<file path="src/rtl/icache_refill_ctrl.sv">
// Instruction-cache line refill sequencer: captures one miss, issues a line-aligned
// memory read, assembles the response beats and writes the whole line into the victim way.
module icache_refill_ctrl #(
    parameter int NUM_WAYS            = 4,
    parameter int NUM_BANKS           = 4,
    parameter int SETS_PER_BANK_WIDTH = 8,
    parameter int BLOCK_WIDTH         = 512,
    parameter int MEM_DATA_WIDTH      = 64,
    parameter int ADDR_WIDTH          = 32
) (
    input  logic                           clk_i,
    input  logic                           rst_ni,
    input  logic                           miss_valid_i,
    output logic                           miss_ready_o,
    input  logic [ADDR_WIDTH-1:0]          miss_addr_i,
    input  logic [NUM_WAYS-1:0]            miss_way_i,
    output logic                           mem_req_valid_o,
    input  logic                           mem_req_ready_i,
    output logic [ADDR_WIDTH-1:0]          mem_req_addr_o,
    input  logic                           mem_rvalid_i,
    input  logic [MEM_DATA_WIDTH-1:0]      mem_rdata_i,
    output logic [SETS_PER_BANK_WIDTH-1:0] w_bank_addr_o,
    output logic [$clog2(NUM_BANKS)-1:0]   w_bank_sel_o,
    output logic [NUM_WAYS-1:0]            we_way_mask_o,
    output logic [BLOCK_WIDTH-1:0]         wdata_o,
    output logic                           busy_o,
    output logic                           refill_done_o
);

    localparam int BEATS = BLOCK_WIDTH / MEM_DATA_WIDTH;
    localparam int OFF   = $clog2(BLOCK_WIDTH / 8);
    localparam int BS    = $clog2(NUM_BANKS);
    localparam int CNT_W = $clog2(BEATS) + 1;
    localparam logic [ADDR_WIDTH-1:0] LINE_MASK = {{(ADDR_WIDTH-OFF){1'b1}}, {OFF{1'b0}}};

    // Handshakes: a miss transfers on a rising edge with miss_valid_i & miss_ready_o,
    // the memory request on mem_req_valid_o & mem_req_ready_i; response beats have no backpressure.
    typedef enum logic [1:0] {
        S_IDLE,
        S_REQ,
        S_RECV,
        S_WRITE
    } state_e;

    state_e                         state_q, state_d;
    logic [CNT_W-1:0]               cnt_q, cnt_d;
    logic [ADDR_WIDTH-1:0]          line_addr_q, line_addr_d;
    logic [BS-1:0]                  bank_q, bank_d;
    logic [SETS_PER_BANK_WIDTH-1:0] set_q, set_d;
    logic [NUM_WAYS-1:0]            way_q, way_d;
    logic [BLOCK_WIDTH-1:0]         buf_q, buf_d;
    logic                           miss_ready_q, miss_ready_d;
    logic                           req_valid_q, req_valid_d;
    logic                           busy_q, busy_d;
    logic                           done_q, done_d;
    logic [NUM_WAYS-1:0]            we_mask_q, we_mask_d;

    always_comb begin
        state_d     = state_q;
        cnt_d       = cnt_q;
        line_addr_d = line_addr_q;
        bank_d      = bank_q;
        set_d       = set_q;
        way_d       = way_q;
        buf_d       = buf_q;

        case (state_q)
            S_IDLE: begin
                if (miss_valid_i) begin
                    line_addr_d = miss_addr_i & LINE_MASK;
                    bank_d      = miss_addr_i[OFF +: BS];
                    set_d       = miss_addr_i[OFF+BS +: SETS_PER_BANK_WIDTH];
                    way_d       = miss_way_i;
                    cnt_d       = '0;
                    buf_d       = '0;
                    state_d     = S_REQ;
                end
            end
            S_REQ: begin
                if (mem_req_ready_i) begin
                    state_d = S_RECV;
                end
            end
            S_RECV: begin
                if (mem_rvalid_i) begin
                    for (int b = 0; b < BEATS; b++) begin
                        if (cnt_q == CNT_W'(b)) begin
                            buf_d[b*MEM_DATA_WIDTH +: MEM_DATA_WIDTH] = mem_rdata_i;
                        end
                    end
                    cnt_d = cnt_q + CNT_W'(1);
                    if (cnt_q == CNT_W'(BEATS - 1)) begin
                        state_d = S_WRITE;
                    end
                end
            end
            S_WRITE: begin
                state_d = S_IDLE;
            end
            default: begin
                state_d = S_IDLE;
            end
        endcase

        // Outputs are decoded from the next state so they are registered yet aligned with it.
        miss_ready_d = (state_d == S_IDLE);
        req_valid_d  = (state_d == S_REQ);
        busy_d       = (state_d != S_IDLE);
        done_d       = (state_d == S_WRITE);
        we_mask_d    = (state_d == S_WRITE) ? way_d : '0;
    end

    always_ff @(posedge clk_i or negedge rst_ni) begin
        if (!rst_ni) begin
            state_q      <= S_IDLE;
            cnt_q        <= '0;
            line_addr_q  <= '0;
            bank_q       <= '0;
            set_q        <= '0;
            way_q        <= '0;
            buf_q        <= '0;
            miss_ready_q <= 1'b1;
            req_valid_q  <= 1'b0;
            busy_q       <= 1'b0;
            done_q       <= 1'b0;
            we_mask_q    <= '0;
        end else begin
            state_q      <= state_d;
            cnt_q        <= cnt_d;
            line_addr_q  <= line_addr_d;
            bank_q       <= bank_d;
            set_q        <= set_d;
            way_q        <= way_d;
            buf_q        <= buf_d;
            miss_ready_q <= miss_ready_d;
            req_valid_q  <= req_valid_d;
            busy_q       <= busy_d;
            done_q       <= done_d;
            we_mask_q    <= we_mask_d;
        end
    end

    assign miss_ready_o    = miss_ready_q;
    assign mem_req_valid_o = req_valid_q;
    assign mem_req_addr_o  = line_addr_q;
    assign w_bank_addr_o   = set_q;
    assign w_bank_sel_o    = bank_q;
    assign we_way_mask_o   = we_mask_q;
    assign wdata_o         = buf_q;
    assign busy_o          = busy_q;
    assign refill_done_o   = done_q;

endmodule

</file>
<file path="config.mk">
export PLATFORM = sky130hd
export DESIGN_NAME = icache_refill_ctrl
export DESIGN_NICKNAME = d
export VERILOG_FILES = /design/src/rtl/icache_refill_ctrl.sv
export SDC_FILE = /design/constraint.sdc
export NUM_CORES = 1
export LEC_CHECK = 0
export ABC_AREA = 1
export CORE_AREA = 2 2 256 258
export CTS_BUF_LIST = sky130_fd_sc_hd__clkbuf_4 sky130_fd_sc_hd__clkbuf_8
export CTS_CLUSTER_DIAMETER = 200
export DETAILED_ROUTE_END_ITERATION = 6
export DIE_AREA = 0 0 258 260
export PLACE_DENSITY = 0.69
export SLEW_MARGIN = 20
export SYNTH_ARGS = -nofsm -noshare
export SYNTH_HDL_FRONTEND = slang
export SYNTH_SLANG_ARGS = --single-unit
</file>
<file path="constraint.sdc">
create_clock -name clk_i -period 1.75 [get_ports clk_i]
set_input_delay 0.2625 -clock clk_i [delete_from_list [all_inputs] [get_ports clk_i]]
set_output_delay 0.2625 -clock clk_i [all_outputs]
set_load 0.01 [all_outputs]
</file>
Word-level counts from Yosys, hierarchy flattened
Cells that the tools add are included.
{"block": "totals", "romBits": 0, "regBits": 566, "latch_bits": 0, "inputBits": 105, "mem_bits_rw": 0, "out_inout_bits": 562, "elab_cells": 79, "mem_count": 0}
{"block": "classes", "eq_ne": 22, "mul": 0, "shift": 0, "div": 0, "order_cmp": 0, "n_bitwise": 0, "addsub": 1, "n_mux": 22, "reduce_logical": 15}
{"cell": "$mux 512", "n": 2}
{"cell": "$pmux 512 s2", "n": 1}
{"cell": "$mux 64", "n": 8}
{"cell": "$reduce_and 4->1", "n": 8}
{"cell": "$mux 4", "n": 5}
{"cell": "$ne 2x2->1 const B", "n": 10}
{"cell": "$eq 4x3->1 const B", "n": 4}
{"cell": "$eq 4x2->1 const B", "n": 2}
{"cell": "$mux 2", "n": 4}
{"cell": "$pmux 2 s4", "n": 1}
{"cell": "$pmux 4 s2", "n": 1}
{"cell": "$eq 2x2->1 const B", "n": 3}
{"cell": "$add 4x1->4 const B", "n": 1}
{"cell": "$eq 2x1->1 const B", "n": 2}
{"cell": "$eq 4x1->1 const B", "n": 1}
{"cell": "$logic_not 2->1", "n": 2}
{"cell": "$logic_not 4->1", "n": 1}
{"cell": "$reduce_bool 2->1", "n": 2}
{"cell": "$reduce_and 3->1", "n": 1}
{"cell": "$reduce_and 2->1", "n": 1}

Longest topological paths before layout
{"block": "logic_depth", "word_depth": 6, "mapped_depth": 8, "mapped_depth_nobuf": 7}

Least setup slack after synthesis
No wires, ideal clock.
{"block": "synth_path", "path_type": "reg-to-reg", "from": "register cnt_q[0]", "to": "register buf_q[451] (netlist: wdata_o[451])", "synth_period_minus_slack_ns": 1.540, "setup_time_ns": 0.066, "required_time_ns": 1.684, "n_path_buf": 2, "stages_incl_launch_ff": 8, "setup_slack_ns": 0.210, "arrival_time_ns": 1.474, "path_cell_list": "dfrtp_1 -> ha_1 -> nand3_1 -> nand2_1 -> clkbuf_1 -> clkbuf_1 -> nand3_1 -> nand2_1"}
{"block": "synth_via", "elab_chain_cells": 3}
{"element": "from (decl)", "line_no": "46", "source": "logic [CNT_W-1:0] cnt_q, cnt_d;"}
{"element": "from (signal assigned)", "line_no": "129", "source": "cnt_q <= cnt_d;"}
{"element": "$eq 4x3->1", "line_no": "87", "source": "if (cnt_q == CNT_W'(b)) begin"}
{"element": "$ne 2x2->1 (no line)"}
{"element": "$reduce_and 4->1 (no line)"}
{"element": "to (signal assigned)", "line_no": "134", "source": "buf_q <= buf_d;"}
{"element": "to (decl)", "line_no": "51", "source": "logic [BLOCK_WIDTH-1:0] buf_q, buf_d;"}
No other way between the ends.
A chain may end at the register's enable or synchronous reset.

Worst setup path in the final report
{"block": "layout_path", "from": "register buf_q[341] (netlist: wdata_o[341])", "to": "output port wdata_o[341]"}
{"element": "to (decl)", "line_no": "25", "source": "output logic [BLOCK_WIDTH-1:0] wdata_o,"}
No word-level cell between the ends.

==> flow_summary.toml <==
[global_route]
met3_usage = 0.0519
grt_pass1_wl_um = 131000
grt_antenna_before_repair = 3
grt_max_degree = 78
grt_busiest_layer = "met2"
gr-usage-all-layers = 0.258
grtUsageMet1 = 0.328
grt_util_met2 = 0.424
grt_pass1_vias = 20800
overflow = 0

[setup_path]
r2r_start = "state_q[1]$_DFF_PN0_"
worstSetupPathType = "flip-flop to output port"
crit_slowest_cell = "dfrtp_1"
cp_top_family = "flip-flops"
end_kind = "output port"
critPathMaxFanout = 2
cp_cell_sequence = "dlygate4sd2_1"
setup.worst_path.start_class = "flip-flop"
slowest_delay_ns = 0.42
crit_buf_inv = 1
cp_data_arrival_time_ns = 1.42
required_ns = 1.49
critPathLaunch = "wdata_o[341]$_DFFE_PN0P_"

[floorplan]
design.core.area_um2 = 64100
io_pins = 667
die_area_um2 = 67100
initial_core_util = 0.353
num_rows = 93
die_x_um = 258
die_h_um = 260

[clock_network]
cts-root-buf = "clkbuf_8"
cts.clk_slew.worst_paths_ns = 0.07
clkLatencyLatePin_ns = 0.69
ctsHtreeMaxLevel = 3
cts_tree = "done"
clock_sink_count = 556
cts_inserted_buffers = 92
cts.path.max_buffers = 3

[power]
p_leak_nw = 19.6
p_sw_frac = 0.426
seqPwrFrac = 0.342
p_total_mw = 60.6
p_per_area_nw_per_um2 = 1840
ir_drop_mv = 0.900
p_int_mw = 34.8
clkPwrFrac = 0.202
switchingPower_mw = 25.8
combinationalPowerShare = 0.456

[status]
status = "finished clean"

[placed_design]
pre_cts_ws_ns = -0.119
gp_congestion = 0.856
dp_hpwl_um = 60000
dp.cells = 4069
portBuffers = 654

[synth]
synth_cells = 2584
ys_seq_area_frac = 0.615
ys_seq_elements = 556
yosys.cell_types.count = 23
yosys_warnings = 0
synth.avg_cell_area_um2 = 8.75
syn_area_um2 = 22600

[route]
viasPerCell = 5.01
wl_per_cell_um = 21.2
drt_iter0_markers = 1795
routed_wl_um = 90000
ant_nets = 0
firstDrtPassIters = 5
num_vias = 21300
drc = 0

[finish]
syn_to_final_growth_pct = 45.7
nNetsFinal = 3424
drive_gt1_frac = 0.120
instances_no_fill = 4248
fin_util = 0.514

[flow_run]
cap_violations = 0

[timing]
finalCriticalPeriod_ns = 1.69
setup_ws_ns = 0.0643
slew_headroom = 0.646
slew_viol_final = 0
fin_worst_skew_ns = 0.0510
timing.fmax_mhz = 593
tns_ns = 0
hold_viol_final = 0
worst_pin_slew_ns = 0.530
setup_viol = 0
period_share = 0.963

[min_path]
hp-class = "primary input to asynchronous set/reset pin"
stage by stage:
| step | area, um2 | hold slack [ns] |
|---|---|---|
| after floorplan | 22600 | -0.0331 |
| after global placement | 31500 | 0.187 |
| after detailed placement | 31500 | 0.194 |
| after CTS | 32800 | 0.00821 |
| after global routing | 32900 | 0.0335 |
| final | 32900 | 0.0577 |
registers in the layout, summed over array words and instances, names as in the netlist:
signal,count
busy_o,1
cnt_q,4
mem_req_addr_o,18
mem_req_valid_o,1
miss_ready_o,1
refill_done_o,1
state_q,2
w_bank_addr_o,7
w_bank_sel_o,1
way_q,4
wdata_o,512
we_way_mask_o,4
layer usage:
layer,up-vias,wire (um)
met5,-,0
met4,0,4200
met3,218,7660
met2,1112,42800
met1,10300,35300
li1,9637,-
kinds of logic after synthesis:
logic type	after synthesis	share of synthesized area
compound gates	14	0.00326
xor+xnor	1	0.000387
fa+ha+maj	4	0.00221
buf+inv	280	0.0557
flops	556	0.615
other cells	1	0.000166
simple gates	1728	0.323
cells in the mapped netlist:
cell type / count / area, um2
o21ai_2: 1 / 8.76
clkbuf_1: 50 / 188
inv_1: 85 / 319
conb_1: 1 / 3.75
o21ai_1: 4 / 20.0
inv_2: 2 / 7.51
nor2_1: 35 / 131
buf_4: 18 / 135
buf_2: 112 / 561
nor2_2: 39 / 244
nand2_2: 7 / 43.8
nand2_4: 1 / 11.3
buf_1: 12 / 45.0
nand3_2: 1 / 10.0
o21ai_0: 9 / 45.0
ha_1: 4 / 50.1
nand2_1: 1098 / 4120
dfstp_2: 1 / 26.3
nand3_1: 546 / 2730
xor2_1: 1 / 8.76
clkinv_1: 1 / 3.75
dfrtp_1: 555 / 13900
nor2_4: 1 / 11.3
worst paths after layout:
path                            cells after the start  slack [ns]                           end
worst max-delay path                                1        0.06                  wdata_o[341]
worst min register to register                      2        0.46      wdata_o[366]$_DFFE_PN0P_
max in group asynchronous                           4        0.91      wdata_o[239]$_DFFE_PN0P_
worst min-delay path                                2        0.06    we_way_mask_o[2]$_DFF_PN0_
min in group clk_i                                  3        0.13  w_bank_addr_o[1]$_DFFE_PN0P_
worst max register to register                      5        0.10      wdata_o[224]$_DFFE_PN0P_
layout make-up:
class	count	area, um2
diodes	5	12.5
clock buffers	151	1870
clock inverters	16	116
fillers	6131	31200
inverters	88	333
multi-input cells	1753	7590
flip-flops and latches	556	13900
well taps	855	1070
repair buffers	824	8040
power by group through the flow:
stage                     clock [mW]  sequential [mW]  combinational (mW)
after floorplan                    0             22.5                10.0
after global placement             0             21.0                30.2
after detailed placement           0             21.0                30.6
after CTS                       12.5             20.7                27.3
after global routing            13.0             21.2                29.6
final                           12.2             20.7                27.7
cell usage in the layout (no fill, tap or decap), types with 5 or more instances in the layout:
| cell type | Yosys | layout |
|---|---|---|
| clkbuf_8 | 0 | 118 |
| dfrtp_1 | 555 | 555 |
| inv_1 | 85 | 85 |
| buf_12 | 0 | 66 |
| nand2_4 | 1 | 9 |
| nand2_2 | 7 | 5 |
| conb_1 | 1 | 6 |
| nand3_1 | 546 | 546 |
| buf_6 | 0 | 5 |
| clkdlybuf4s50_1 | 0 | 97 |
| diode_2 | 0 | 5 |
| nor2_1 | 35 | 33 |
| nor2_2 | 39 | 41 |
| o21ai_4 | 0 | 5 |
| clkbuf_4 | 0 | 33 |
| dlygate4sd2_1 | 0 | 551 |
| clkinv_2 | 0 | 10 |
| buf_4 | 18 | 93 |
| o21ai_0 | 9 | 9 |
| nand2_1 | 1098 | 1091 |
what timing repair did:
action	in CTS	in global routing
hold buffers	1	0
pin swaps	0	3
endpoints found under the hold margin	426	0
setup buffers	1	2
gates cloned	0	3
setup endpoints to repair	616	152
gates resized for setup	568	23
(Power assumes the default switching activity.)
